File: config.mk
export PLATFORM = sky130hd
export DESIGN_NAME = cr_osf_debug_seq_flat
export DESIGN_NICKNAME = d
export VERILOG_FILES = /design/src/rtl/cr_osf_debug_seq_pkg.sv /design/src/rtl/cr_osf_debug_seq_if.sv /design/src/rtl/cr_osf_debug_seq.sv /design/src/flat_wrapper.sv
export SDC_FILE = /design/constraint.sdc
export NUM_CORES = 1
export LEC_CHECK = 0
export BUFFER_PORTS_ARGS = -buffer_cell sky130_fd_sc_hd__buf_4
export CAP_MARGIN = 20
export CORE_MARGIN = 4
export CORE_UTILIZATION = 55
export CTS_CLUSTER_DIAMETER = 100
export DETAILED_ROUTE_END_ITERATION = 8
export GPL_ROUTABILITY_DRIVEN = 0
export PLACE_DENSITY = 0.83
export SYNTH_ARGS = -nofsm -noshare
export SYNTH_HDL_FRONTEND = slang
export SYNTH_SLANG_ARGS = --single-unit
File: constraint.sdc
create_clock -name clk -period 4.55 [get_ports clk]
set_clock_uncertainty 0.15 [all_clocks]
set_input_delay 0.91 -clock clk [delete_from_list [all_inputs] [get_ports clk]]
set_output_delay 0.91 -clock clk [all_outputs]
set_load 0.05 [all_outputs]
File: src/rtl/cr_osf_debug_seq_pkg.sv
// +--------------------------------------------------------------------------+
// | cr_osf_debug_seq_pkg : shared types for the OSF debug-mode sequencer     |
// | Revision: 1.0                                                            |
// +--------------------------------------------------------------------------+
`default_nettype none

package cr_osf_debug_seq_pkg;

   // Debug mode encodings consumed by the OSF output-FIFO gating logic.
   typedef enum logic [1:0] {
      OSF_DBG_NORMAL   = 2'd0,
      OSF_DBG_BLK_RDWR = 2'd1,
      OSF_DBG_BLK_RD   = 2'd2,
      OSF_DBG_SS       = 2'd3
   } osf_debug_mode_e;

   typedef enum logic [1:0] {
      SEQ_IDLE    = 2'd0,
      SEQ_STEP    = 2'd1,
      SEQ_QUIESCE = 2'd2,
      SEQ_APPLY   = 2'd3
   } osf_dbg_seq_state_e;

   // Width of the CSR single-step count field.
   localparam int C_STEP_CNT_W = 16;

   function automatic logic is_mode_busy_state(input osf_dbg_seq_state_e st);
      return (st == SEQ_QUIESCE) || (st == SEQ_APPLY);
   endfunction

endpackage : cr_osf_debug_seq_pkg

`default_nettype wire

File: src/rtl/cr_osf_debug_seq_if.sv
// +--------------------------------------------------------------------------+
// | cr_osf_debug_seq_if : CSR / FIFO / gating-logic bundle of the sequencer  |
// | Revision: 1.0                                                            |
// +--------------------------------------------------------------------------+
`default_nettype none

interface cr_osf_debug_seq_if #(
   parameter int STEP_CNT_W = 16
);
   logic [1:0]            cfg_mode_req;
   logic                  cfg_mode_req_vld;
   logic [STEP_CNT_W-1:0] cfg_step_cnt;
   logic                  cfg_step_go;
   logic                  fifo_hw_rd;
   logic                  fifo_empty;

   logic [1:0]            fifo_debug_mode;
   logic                  single_step_rd;
   logic                  mode_busy;
   logic [STEP_CNT_W-1:0] steps_remaining;
   logic                  step_done;
   logic                  step_abort;
   logic                  err_cmd;

   // Command / FIFO side (CSR block and FIFO read path).
   modport master (
      output cfg_mode_req, cfg_mode_req_vld, cfg_step_cnt, cfg_step_go,
      output fifo_hw_rd, fifo_empty,
      input  fifo_debug_mode, single_step_rd, mode_busy, steps_remaining,
      input  step_done, step_abort, err_cmd
   );

   // Sequencer side.
   modport slave (
      input  cfg_mode_req, cfg_mode_req_vld, cfg_step_cnt, cfg_step_go,
      input  fifo_hw_rd, fifo_empty,
      output fifo_debug_mode, single_step_rd, mode_busy, steps_remaining,
      output step_done, step_abort, err_cmd
   );

endinterface : cr_osf_debug_seq_if

`default_nettype wire

File: src/rtl/cr_osf_debug_seq.sv
// +--------------------------------------------------------------------------+
// | cr_osf_debug_seq : applies CSR debug-mode changes after FIFO reads drain |
// | and meters out single-step read permission.           Revision: 1.0     |
// +--------------------------------------------------------------------------+
`default_nettype none

module cr_osf_debug_seq
   import cr_osf_debug_seq_pkg::*;
#(
   parameter int STEP_CNT_W = C_STEP_CNT_W
) (
   input  wire logic         clk,
   input  wire logic         rst,
   cr_osf_debug_seq_if.slave bus
);

   osf_dbg_seq_state_e    state_q,   state_d;
   osf_debug_mode_e       mode_q,    mode_d;
   osf_debug_mode_e       pend_q,    pend_d;
   logic [STEP_CNT_W-1:0] cnt_q,     cnt_d;
   logic                  done_q,    done_d;
   logic                  abort_q,   abort_d;
   logic                  err_q,     err_d;

   osf_debug_mode_e       w_req;
   logic                  w_ss_rd;
   logic                  w_step_rd;

   assign w_req     = osf_debug_mode_e'(bus.cfg_mode_req);
   assign w_ss_rd   = (state_q == SEQ_STEP) && (cnt_q != '0);
   assign w_step_rd = bus.fifo_hw_rd && w_ss_rd;

   always_comb begin
      state_d = state_q;
      mode_d  = mode_q;
      pend_d  = pend_q;
      cnt_d   = cnt_q;
      done_d  = 1'b0;
      abort_d = 1'b0;
      err_d   = 1'b0;

      case (state_q)
         SEQ_IDLE: begin
            if (bus.cfg_mode_req_vld) begin
               if (w_req != mode_q) begin
                  pend_d  = w_req;
                  state_d = SEQ_QUIESCE;
               end
               // A mode request always takes precedence over a step arm.
               if (bus.cfg_step_go) begin
                  err_d = 1'b1;
               end
            end else if (bus.cfg_step_go) begin
               if ((mode_q == OSF_DBG_SS) && (bus.cfg_step_cnt != '0)) begin
                  cnt_d   = bus.cfg_step_cnt;
                  state_d = SEQ_STEP;
               end else begin
                  err_d = 1'b1;
               end
            end
         end

         SEQ_STEP: begin
            if (bus.cfg_step_go) begin
               err_d = 1'b1;
            end
            if (bus.cfg_mode_req_vld) begin
               pend_d  = w_req;
               cnt_d   = '0;
               abort_d = 1'b1;
               state_d = SEQ_QUIESCE;
            end else if (w_step_rd) begin
               cnt_d = cnt_q - 1'b1;
               if (cnt_q == {{(STEP_CNT_W-1){1'b0}}, 1'b1}) begin
                  done_d  = 1'b1;
                  state_d = SEQ_IDLE;
               end
            end
         end

         SEQ_QUIESCE: begin
            if (bus.cfg_mode_req_vld) begin
               pend_d = w_req;
            end
            if (bus.cfg_step_go) begin
               err_d = 1'b1;
            end
            if (!bus.fifo_hw_rd) begin
               state_d = SEQ_APPLY;
            end
         end

         SEQ_APPLY: begin
            mode_d  = pend_q;
            state_d = SEQ_IDLE;
            if (bus.cfg_mode_req_vld || bus.cfg_step_go) begin
               err_d = 1'b1;
            end
         end

         default: begin
            state_d = SEQ_IDLE;
         end
      endcase
   end

   always_ff @(posedge clk) begin
      if (rst) begin
         state_q <= SEQ_IDLE;
         mode_q  <= OSF_DBG_NORMAL;
         pend_q  <= OSF_DBG_NORMAL;
         cnt_q   <= '0;
         done_q  <= 1'b0;
         abort_q <= 1'b0;
         err_q   <= 1'b0;
      end else begin
         state_q <= state_d;
         mode_q  <= mode_d;
         pend_q  <= pend_d;
         cnt_q   <= cnt_d;
         done_q  <= done_d;
         abort_q <= abort_d;
         err_q   <= err_d;
      end
   end

   assign bus.fifo_debug_mode = mode_q;
   assign bus.single_step_rd  = w_ss_rd;
   assign bus.mode_busy       = is_mode_busy_state(state_q);
   assign bus.steps_remaining = cnt_q;
   assign bus.step_done       = done_q;
   assign bus.step_abort      = abort_q;
   assign bus.err_cmd         = err_q;

endmodule : cr_osf_debug_seq

`default_nettype wire

File: src/flat_wrapper.sv
// flat-port wrapper written by rule: the top's interface ports become plain ports
module cr_osf_debug_seq_flat import cr_osf_debug_seq_pkg::*;
#(
   parameter int STEP_CNT_W = C_STEP_CNT_W
)
  (clk, rst, bus_cfg_mode_req, bus_cfg_mode_req_vld, bus_cfg_step_cnt, bus_cfg_step_go, bus_fifo_hw_rd, bus_fifo_empty, bus_fifo_debug_mode, bus_single_step_rd, bus_mode_busy, bus_steps_remaining, bus_step_done, bus_step_abort, bus_err_cmd);
  cr_osf_debug_seq_if #(.STEP_CNT_W(STEP_CNT_W)) bus_i ();
  input  wire logic clk;
  input  wire logic rst;
  input wire logic [$bits(bus_i.cfg_mode_req)-1:0] bus_cfg_mode_req;
  input wire logic [$bits(bus_i.cfg_mode_req_vld)-1:0] bus_cfg_mode_req_vld;
  input wire logic [$bits(bus_i.cfg_step_cnt)-1:0] bus_cfg_step_cnt;
  input wire logic [$bits(bus_i.cfg_step_go)-1:0] bus_cfg_step_go;
  input wire logic [$bits(bus_i.fifo_hw_rd)-1:0] bus_fifo_hw_rd;
  input wire logic [$bits(bus_i.fifo_empty)-1:0] bus_fifo_empty;
  output wire logic [$bits(bus_i.fifo_debug_mode)-1:0] bus_fifo_debug_mode;
  output wire logic [$bits(bus_i.single_step_rd)-1:0] bus_single_step_rd;
  output wire logic [$bits(bus_i.mode_busy)-1:0] bus_mode_busy;
  output wire logic [$bits(bus_i.steps_remaining)-1:0] bus_steps_remaining;
  output wire logic [$bits(bus_i.step_done)-1:0] bus_step_done;
  output wire logic [$bits(bus_i.step_abort)-1:0] bus_step_abort;
  output wire logic [$bits(bus_i.err_cmd)-1:0] bus_err_cmd;
  assign bus_i.cfg_mode_req = bus_cfg_mode_req;
  assign bus_i.cfg_mode_req_vld = bus_cfg_mode_req_vld;
  assign bus_i.cfg_step_cnt = bus_cfg_step_cnt;
  assign bus_i.cfg_step_go = bus_cfg_step_go;
  assign bus_i.fifo_hw_rd = bus_fifo_hw_rd;
  assign bus_i.fifo_empty = bus_fifo_empty;
  assign bus_fifo_debug_mode = bus_i.fifo_debug_mode;
  assign bus_single_step_rd = bus_i.single_step_rd;
  assign bus_mode_busy = bus_i.mode_busy;
  assign bus_steps_remaining = bus_i.steps_remaining;
  assign bus_step_done = bus_i.step_done;
  assign bus_step_abort = bus_i.step_abort;
  assign bus_err_cmd = bus_i.err_cmd;
  cr_osf_debug_seq #(.STEP_CNT_W(STEP_CNT_W)) u_core (.clk(clk), .rst(rst), .bus(bus_i));
endmodule
==> flow_metrics.tcl, run 1 <==
set metrics [dict create \
    synth_area_leaders "dfxtp_1 28%, ha_1 5.0%, nor2_1 4.9%" \
    maxCapViolations 0 \
    ctsResizeCount 0 \
    syn_to_final_growth_pct 21.4 \
    cts.hold.buffers_added 0 \
    synth.net_count 247 \
    worstMarginPinSlew_ns 0.912 \
    syn_inst 216 \
    fin_crit_sh_pct 71.8 \
    grt_usage_pct 24.8 \
    postCtsSetupBuffers 0 \
    period_minus_slack_ns 3.27 \
    dp_hpwl_mm 3.72 \
    slew_headroom_pct 38.9 \
    rsz0062_at_grt "no" \
    initial_utilization_pct 58.0 \
    status "completed" \
    port_buffers 45 \
    cp_max_fo 5 \
    nets 287 \
    antenna_found_initial 0 \
    place_ws_ns 1.45 \
    nFillCells 290 \
    synth.top_cell.area_share_pct 28.3 \
    finalMaxSlewViolations 0 \
    grt_max_degree 27 \
    cp.required_ns 3.49 \
    syn_avg_cell_area_um2 8.19 \
    drc 0 \
    synthesis.area_um2 1770 \
    clockRootBuffer "clkbuf_4" \
    critPathKind "reg -> out" \
    diodes 0 \
    synthXorXnorAreaFrac_pct 2.48 \
    placement.cell_area_um2 2120 \
    die_w_um 64.7 \
    grt_pass1_wl_mm 8.31 \
    cts_htree_levels 1 \
    synth_top_family_by_area "compound AO/OA/AOI/OAI gates" \
    insertion_delay_ns 0.33 \
    worst_setup_path_start_kind "flop" \
    yosysSeqAreaShare_pct 28.3 \
    leakage_nw 0.885 \
    dieArea_um2 4190 \
    fmax_mhz 306 \
    ant_nets 0 \
    num_rows 20 \
    final_cell_mix "47 x buf_4, 25 x dfxtp_1, 23 x nor2_1" \
    vias 1959 \
    final_area_um2 2150 \
    finalSetupTns_ns 0 \
    synth_edf_count 0 \
    drtIter0Drc 321 \
    arrival_ns 2.21 \
    synth_ff_type "dfxtp_1" \
    via_per_inst 6.55 \
    synth_area_leader_cell "dfxtp_1" \
    synth_fa_ha_area_share_pct 4.95 \
    die_h_um 64.7 \
    setup_viol 0 \
    cts_buffers 3 \
    yosys.area_share.simple_pct 27.6 \
    pin_count 47 \
    synthMuxAreaShare_pct 3.47 \
    synth_warnings 0 \
    firstDrtPassIters 5 \
    layout_commonest_cell "buf_4" \
    core-area_um2 3050 \
    power.density_nw_per_um2 228 \
    async_reset_ff_share_pct 0 \
    wl_mm 5.20 \
    path_clk_slew_ns 0.13 \
    ys_types 58 \
    postLayoutSetupSlackWorst_ns 1.28 \
    grt_overflow 0 \
    grt_pass1_vias 1708 \
    place_inst 295 \
    hold_path.class "reg -> reg" \
    ir_worst_vdd_mv 0.147 \
    cts.sinks 25 \
    cts_tree "yes" \
    synth_compound_area_share_pct 27.7 \
    drive_above_1_share_pct 25.1 \
    synth_seq_cells 25 \
    cts_buffer_depth 2 \
    wl_per_cell_um 17.4 \
    finalHoldViolCount 0 \
    final_cells 299 \
    end_kind "output port" \
]
cells by family (layout without fill, tap and decap cells):
logic type	after synthesis	in the layout
AND/OR/NAND/NOR	86	86
AO/OA/AOI/OAI	64	64
adder cells (fa/ha/maj)	7	7
XOR/XNOR	5	5
multiplexers	6	6
buffers and inverters	23	62
flip-flops	25	25
power by group:
group | total (mW) | internal, mW | switching, mW | leakage, nW
Sequential | 0.233 | 0.226 | 0.00673 | 0.202
Combinational | 0.153 | 0.0612 | 0.0916 | 0.665
Clock | 0.105 | 0.0330 | 0.0722 | 0.0177
Total | 0.491 | 0.320 | 0.171 | 0.885
critical path, stage by stage, from the launching register on:
cell and delay [ns]:
dfxtp_1 0.37, inv_1 0.13, ha_1 0.24, or3b_2 0.52
nor4_4 0.36, nor2_1 0.07, buf_4 0.20
state kept, by name, indices dropped and copies added (netlist names):
| signal | cells |
|---|---|
| u_core.bus.err_cmd | 1 |
| u_core.bus.step_done | 1 |
| u_core.state_q | 2 |
| u_core.pend_q | 2 |
| u_core.bus.fifo_debug_mode | 2 |
| u_core.bus.step_abort | 1 |
| u_core.bus.steps_remaining | 16 |
path summary, 6_finish.rpt:
check	start	endpoint	slack (ns)	depth (start not counted)
worst max-delay path	u_core.bus.steps_remaining[0]	bus_single_step_rd	1.28	6
worst max register to register	u_core.bus.steps_remaining[0]	u_core.bus.steps_remaining[15]	1.32	7
worst min register to register	u_core.pend_q[0]	u_core.pend_q[0]	0.37	2
worst min-delay path	u_core.pend_q[0]	u_core.pend_q[0]	0.37	2
layer usage:
metal,GRT usage (%),share of wire (%),vias to the layer above
met5,0,0,-
met4,6.86,1.5,0
met3,2.95,11,12
met2,37.9,46,138
met1,36.4,42,895
li1,-,-,914
Yosys cell counts (all sizes together), types with 2 or more instances:
cell type   n
dfxtp      25
nor2       24
nand2      18
a21oi      17
inv        10
nor3       10
nor4       10
clkbuf      7
ha          7
o32ai       6
a32oi       5
buf         5
mux2i       5
a222oi      4
a32o        4
nand3       4
nand4       4
o22ai       4
a211oi      3
o21ai       3
or4         3
xnor2       3
and4        2
nand2b      2
nor2b       2
nor3b       2
o31a        2
o31ai       2
xor2        2
through the flow:
step	total power [mW]	util, %	hold WS [ns]
2_1_floorplan	0.342	-	0.310
3_3_place_gp	0.385	69.5	0.322
3_5_place_dp	0.387	69.5	0.348
4_1_cts	0.487	70.4	0.380
5_1_grt	0.515	70.4	0.388
6_report	0.491	70.4	0.370
layout make-up:
cell class              instances  area [µm²]  area share, %
clock inverters                 1        5.00          0.233
repair buffers                 47         353           16.4
inverters                      11        41.3           1.92
multi-input cells             168        1170           54.5
well taps                      44        55.1           2.56
flip-flops and latches         25         500           23.3
clock buffers                   3        22.5           1.05
Power figures use the tool's default switching activity.
==> run 2: changes to the inputs <==
--- a/config.mk
+++ b/config.mk
@@ -5,14 +5,15 @@
 export SDC_FILE = /design/constraint.sdc
 export NUM_CORES = 1
 export LEC_CHECK = 0
+export ABC_AREA = 1
 export BUFFER_PORTS_ARGS = -buffer_cell sky130_fd_sc_hd__buf_4
 export CAP_MARGIN = 20
 export CORE_MARGIN = 4
-export CORE_UTILIZATION = 55
+export CORE_UTILIZATION = 48
 export CTS_CLUSTER_DIAMETER = 100
 export DETAILED_ROUTE_END_ITERATION = 8
 export GPL_ROUTABILITY_DRIVEN = 0
-export PLACE_DENSITY = 0.83
+export PLACE_DENSITY = 0.76
 export SYNTH_ARGS = -nofsm -noshare
 export SYNTH_HDL_FRONTEND = slang
 export SYNTH_SLANG_ARGS = --single-unit
==> constraint.sdc (replaced) <==
create_clock -name clk -period 2.9 [get_ports clk]
set_clock_uncertainty 0.15 [all_clocks]
set_input_delay 0.58 -clock clk [delete_from_list [all_inputs] [get_ports clk]]
set_output_delay 0.58 -clock clk [all_outputs]
set_load 0.05 [all_outputs]
==> flow_metrics.tcl, run 2 <==
set metrics [dict create \
    yosysMostFrequentCell "nand2_1" \
    synth_area_leader_cell "dfxtp_1" \
    cp_max_fo 20 \
    slew_headroom_pct 74.3 \
    drtIter0Drc 113 \
    async_reset_ff_share_pct 0 \
    finalSetupTns_ns 0 \
    largest_reg_flops 16 \
    postCtsSetupBuffers 0 \
    cts_buffer_depth 2 \
    wl_per_cell_um 11.5 \
    crit_chain "inv_1 > ha_1 > inv_2 > a21oi_1 > buf_4" \
    ir_worst_vdd_mv 0.794 \
    fin_crit_sh_pct 82.0 \
    worst_setup_path_start_kind "flop" \
    wl_mm 4.66 \
    yosysSeqAreaShare_pct 27.5 \
    synthesis.area_um2 1820 \
    dp_hpwl_mm 3.64 \
    cp.required_ns 2.17 \
    final_cell_mix "93 x nand2_1, 79 x nor2_1, 46 x buf_4" \
    grt_overflow 0 \
    antenna_found_initial 0 \
    grt_pass1_wl_mm 7.93 \
    finalMaxSlewViolations 0 \
    cpMaxStageDelayCell "dfxtp_1" \
    fmax_mhz 420 \
    cpPeakStageDelay_ns 0.40 \
    placement.cell_area_um2 2180 \
    synth_seq_cells 25 \
    grt_max_degree 32 \
    cts.hold.buffers_added 0 \
    path_delay_family "buffers and inverters" \
    cp_num_buf_inv 3 \
    end_kind "output port" \
    setup_viol 0 \
    maxCapViolations 0 \
    synth.top_cell.area_share_pct 27.5 \
    critPathKind "reg -> out" \
    rsz0062_at_grt "no" \
    synth_edf_count 0 \
    finalHoldViolCount 0 \
    die_w_um 69.6 \
    hold_path.class "in -> reg" \
    dieArea_um2 4850 \
    nFillCells 399 \
    worstMarginPinSlew_ns 0.385 \
    layout_commonest_cell "nand2_1" \
    leakage_nw 1.20 \
    cts_buffers 3 \
    nets 388 \
    syn_inst 313 \
    diodes 0 \
    syn_avg_cell_area_um2 5.82 \
    synth_warnings 0 \
    synth_area_leaders "dfxtp_1 27%, nand2_1 19%, nor2_1 16%" \
    ys_types 27 \
    ant_nets 0 \
    cts_tree "yes" \
    vias 1956 \
    cts.sinks 25 \
    drive_above_1_share_pct 18.0 \
    status "completed" \
    pin_count 47 \
    cts_htree_levels 1 \
    grt_usage_pct 19.3 \
    die_h_um 69.6 \
    ctsResizeCount 0 \
    num_rows 22 \
    core-area_um2 3660 \
    drc 0 \
    path_clk_slew_ns 0.09 \
    power.density_nw_per_um2 1320 \
    via_per_inst 4.84 \
    clockRootBuffer "clkbuf_8" \
    firstDrtPassIters 4 \
    initial_utilization_pct 49.8 \
    arrival_ns 1.65 \
    holdWs_ns 0.318 \
    syn_to_final_growth_pct 22.2 \
    period_minus_slack_ns 2.38 \
    insertion_delay_ns 0.27 \
    synth_ff_type "dfxtp_1" \
    synth.net_count 344 \
    final_area_um2 2230 \
    synth_commonest_cells "93 x nand2_1, 79 x nor2_1, 32 x inv_1" \
    port_buffers 45 \
    grt_pass1_vias 1805 \
]
[run 2: cell count changes after synthesis, sizes merged, moves of 6 or more]
cell,before,now
nand2,18,97
nor3,10,2
nor4,10,0
inv,10,33
o21ai,3,22
nor2,24,84
nand3,4,12
o32ai,6,0
[run 2: routing by layer]
metal,up-vias,part of all wire [%],global-route usage (%)
met5,-,0,0
met4,0,0.99,3.83
met3,6,3.3,2.61
met2,34,46,32.0
met1,862,49,26.8
li1,1054,-,-
[run 2: area by class of cell]
type                       count  area, µm²  share of cell area, %
inverter                      34        128                   5.73
multi-input combinational    247       1140                   51.4
clock buffer                   3       41.3                   1.85
timing repair buffer          46        345                   15.5
tap                           48       60.1                   2.70
clock inverter                 1       7.51                  0.337
sequential                    25        500                   22.5
[run 2: stage by stage]
stage	setup slack [ns]	utilization (%)	total power, mW	instances
2_1_floorplan	0.184	-	2.27	313
3_3_place_gp	0.606	59.5	2.69	400
3_5_place_dp	0.609	59.5	2.72	400
4_1_cts	0.502	60.8	2.94	404
5_1_grt	0.381	60.8	3.23	404
6_report	0.521	60.8	2.94	404
[run 2: kinds of logic (layout without fill, tap and decap cells)]
kind of cell / after synthesis / in the layout / share of synthesized area, %
AO/OA/AOI/OAI: 37 / 37 / 10.8
XOR/XNOR: 2 / 2 / 0.961
adder cells (fa/ha/maj): 7 / 7 / 4.80
buffers and inverters: 41 / 84 / 9.75
flip-flops: 25 / 25 / 27.5
AND/OR/NAND/NOR: 201 / 201 / 46.2
[run 2: path summary, 6_finish.rpt]
path,from,to,slack [ns],cells after the start
max,u_core.state_q[1],bus_single_step_rd,0.52,5
min,rst,u_core.bus.step_abort,0.32,2
max reg2reg,u_core.state_q[1],u_core.state_q[0],0.58,11
min reg2reg,u_core.pend_q[1],u_core.pend_q[1],0.35,2
[run 2: report_power, final]
group	internal, mW	switching (mW)	leakage (nW)
Sequential	0.479	0.152	0.205
Clock	0.0975	0.120	0.0217
Combinational	0.628	1.47	0.972
Total	1.20	1.74	1.20
==> run 3: changes to the inputs <==
--- a/config.mk
+++ b/config.mk
@@ -9,11 +9,11 @@
 export BUFFER_PORTS_ARGS = -buffer_cell sky130_fd_sc_hd__buf_4
 export CAP_MARGIN = 20
 export CORE_MARGIN = 4
-export CORE_UTILIZATION = 48
+export CORE_UTILIZATION = 53
 export CTS_CLUSTER_DIAMETER = 100
 export DETAILED_ROUTE_END_ITERATION = 8
 export GPL_ROUTABILITY_DRIVEN = 0
-export PLACE_DENSITY = 0.76
+export PLACE_DENSITY = 0.8
 export SYNTH_ARGS = -nofsm -noshare
 export SYNTH_HDL_FRONTEND = slang
 export SYNTH_SLANG_ARGS = --single-unit
==> constraint.sdc (replaced) <==
create_clock -name clk -period 2.45 [get_ports clk]
set_clock_uncertainty 0.15 [all_clocks]
set_input_delay 0.49 -clock clk [delete_from_list [all_inputs] [get_ports clk]]
set_output_delay 0.49 -clock clk [all_outputs]
set_load 0.05 [all_outputs]
==> flow_metrics.tcl, run 3 (synthesis results as in run 2) <==
set metrics [dict create \
    intPower_mw 1.39 \
    insertion_delay_ns 0.33 \
    grt_max_degree 32 \
    hold_depth 2 \
    path_clk_slew_ns 0.15 \
    via_per_inst 4.92 \
    vias 1986 \
    wl_mm 4.55 \
    min-delay-start "rst" \
    drc 0 \
    hold_path.class "in -> reg" \
    slew_headroom_pct 68.1 \
    pwr-share-clk_pct 5.8 \
    place_inst 400 \
    final_cell_mix "93 x nand2_1, 79 x nor2_1, 48 x buf_4" \
    wl_per_cell_um 11.3 \
    die_w_um 66.7 \
    finalMaxSlewViolations 0 \
    arrival_ns 1.63 \
    grt_pass1_wl_mm 7.65 \
    postCtsSetupBuffers 0 \
    firstDrtPassIters 4 \
    critPathKind "reg -> out" \
    worst_setup_path_start_kind "flop" \
    layout_commonest_cell "nand2_1" \
    initial_utilization_pct 54.6 \
    final_util_pct 66.6 \
    nFillCells 324 \
    worstMarginPinSlew_ns 0.479 \
    ir_worst_vdd_mv 0.883 \
    cts_buffers 3 \
    drive_above_1_share_pct 18.7 \
    diodes 0 \
    clockRootBuffer "clkbuf_4" \
    cts_buffer_depth 2 \
    die_h_um 66.7 \
    final_area_um2 2220 \
    setup_viol 0 \
    antenna_found_initial 0 \
    reg2reg_depth 10 \
    fmax_mhz 441 \
    cts_tree "yes" \
    p_seq_share_pct 21.7 \
    status "completed" \
    place_ws_ns 0.494 \
    rsz0062_at_grt "no" \
    cts.hold.buffers_added 0 \
    end_kind "output port" \
    cts.sinks 25 \
    period_minus_slack_ns 2.27 \
    final_cells 404 \
    ant_nets 0 \
    power.density_nw_per_um2 1550 \
    largest_reg_flops 16 \
    port_buffers 45 \
    dieArea_um2 4440 \
    placement.cell_area_um2 2190 \
    cp.required_ns 1.81 \
    core-area_um2 3340 \
    cp_max_fo 4 \
    grt_overflow 0 \
    crit_path_start "u_core.bus.steps_remaining[0]" \
    r2r_start "u_core.bus.steps_remaining[0]" \
    finalHoldViolCount 0 \
    fin_crit_sh_pct 92.5 \
    leakage_nw 1.20 \
    dp_hpwl_mm 3.45 \
    pin_count 47 \
    maxCapViolations 0 \
    p_comb_share_pct 72.5 \
    nets 390 \
    switchingPower_mw 2.06 \
    grt_pass1_vias 1788 \
    num_rows 21 \
    p_sw_share_pct 59.8 \
    finalSetupTns_ns 0 \
    postLayoutSetupSlackWorst_ns 0.183 \
    syn_to_final_growth_pct 21.9 \
    ctsResizeCount 0 \
    drtIter0Drc 201 \
    grt_usage_pct 21.9 \
    cts_htree_levels 1 \
]
run 3: worst max-delay path, cell delays in order, from the launching register on:
cell	delay, ns
dfxtp_1	0.40
inv_1	0.09
ha_1	0.24
nand2_2	0.14
nor2_4	0.07
a21oi_2	0.15
buf_4	0.21
run 3: layout make-up:
type,instances,area [µm²],area share (%)
clock buffer,3,22.5,1.01
clock inverter,1,5.00,0.225
sequential,25,500,22.5
multi-input combinational,247,1150,51.7
inverter,34,128,5.74
timing repair buffer,48,360,16.2
tap,46,57.6,2.59
run 3: stage by stage:
stage / hold WS (ns) / power (mW)
3_5_place_dp: 0.328 / 3.24
3_3_place_gp: 0.327 / 3.21
6_report: 0.158 / 3.45
2_1_floorplan: 0.304 / 2.70
4_1_cts: 0.146 / 3.45
5_1_grt: 0.145 / 3.80
run 3: path summary, 6_finish.rpt:
path,endpoint,slack (ns)
worst min register to register,u_core.pend_q[1],0.35
worst max register to register,u_core.bus.steps_remaining[15],0.46
worst min-delay path,u_core.bus.step_abort,0.16
worst max-delay path,bus_single_step_rd,0.18
run 3: metal layers:
metal / share of wire, % / wire [µm] / global-route usage, % / vias up
li1: - / - / - / 1054
met1: 46 / 2070 / 28.6 / 865
met2: 47 / 2130 / 36.0 / 59
met3: 6.1 / 277 / 2.70 / 8
met4: 1.5 / 69 / 8.88 / 0
met5: 0 / 0 / 0 / -
run 3: power by group through the flow:
stage	Combinational, mW	Clock (mW)	Sequential (mW)
floorplan	1.52	0	1.18
global route	2.81	0.220	0.773
global placement	2.46	0	0.754
finish	2.50	0.199	0.748
CTS	2.49	0.208	0.746
detailed placement	2.48	0	0.755
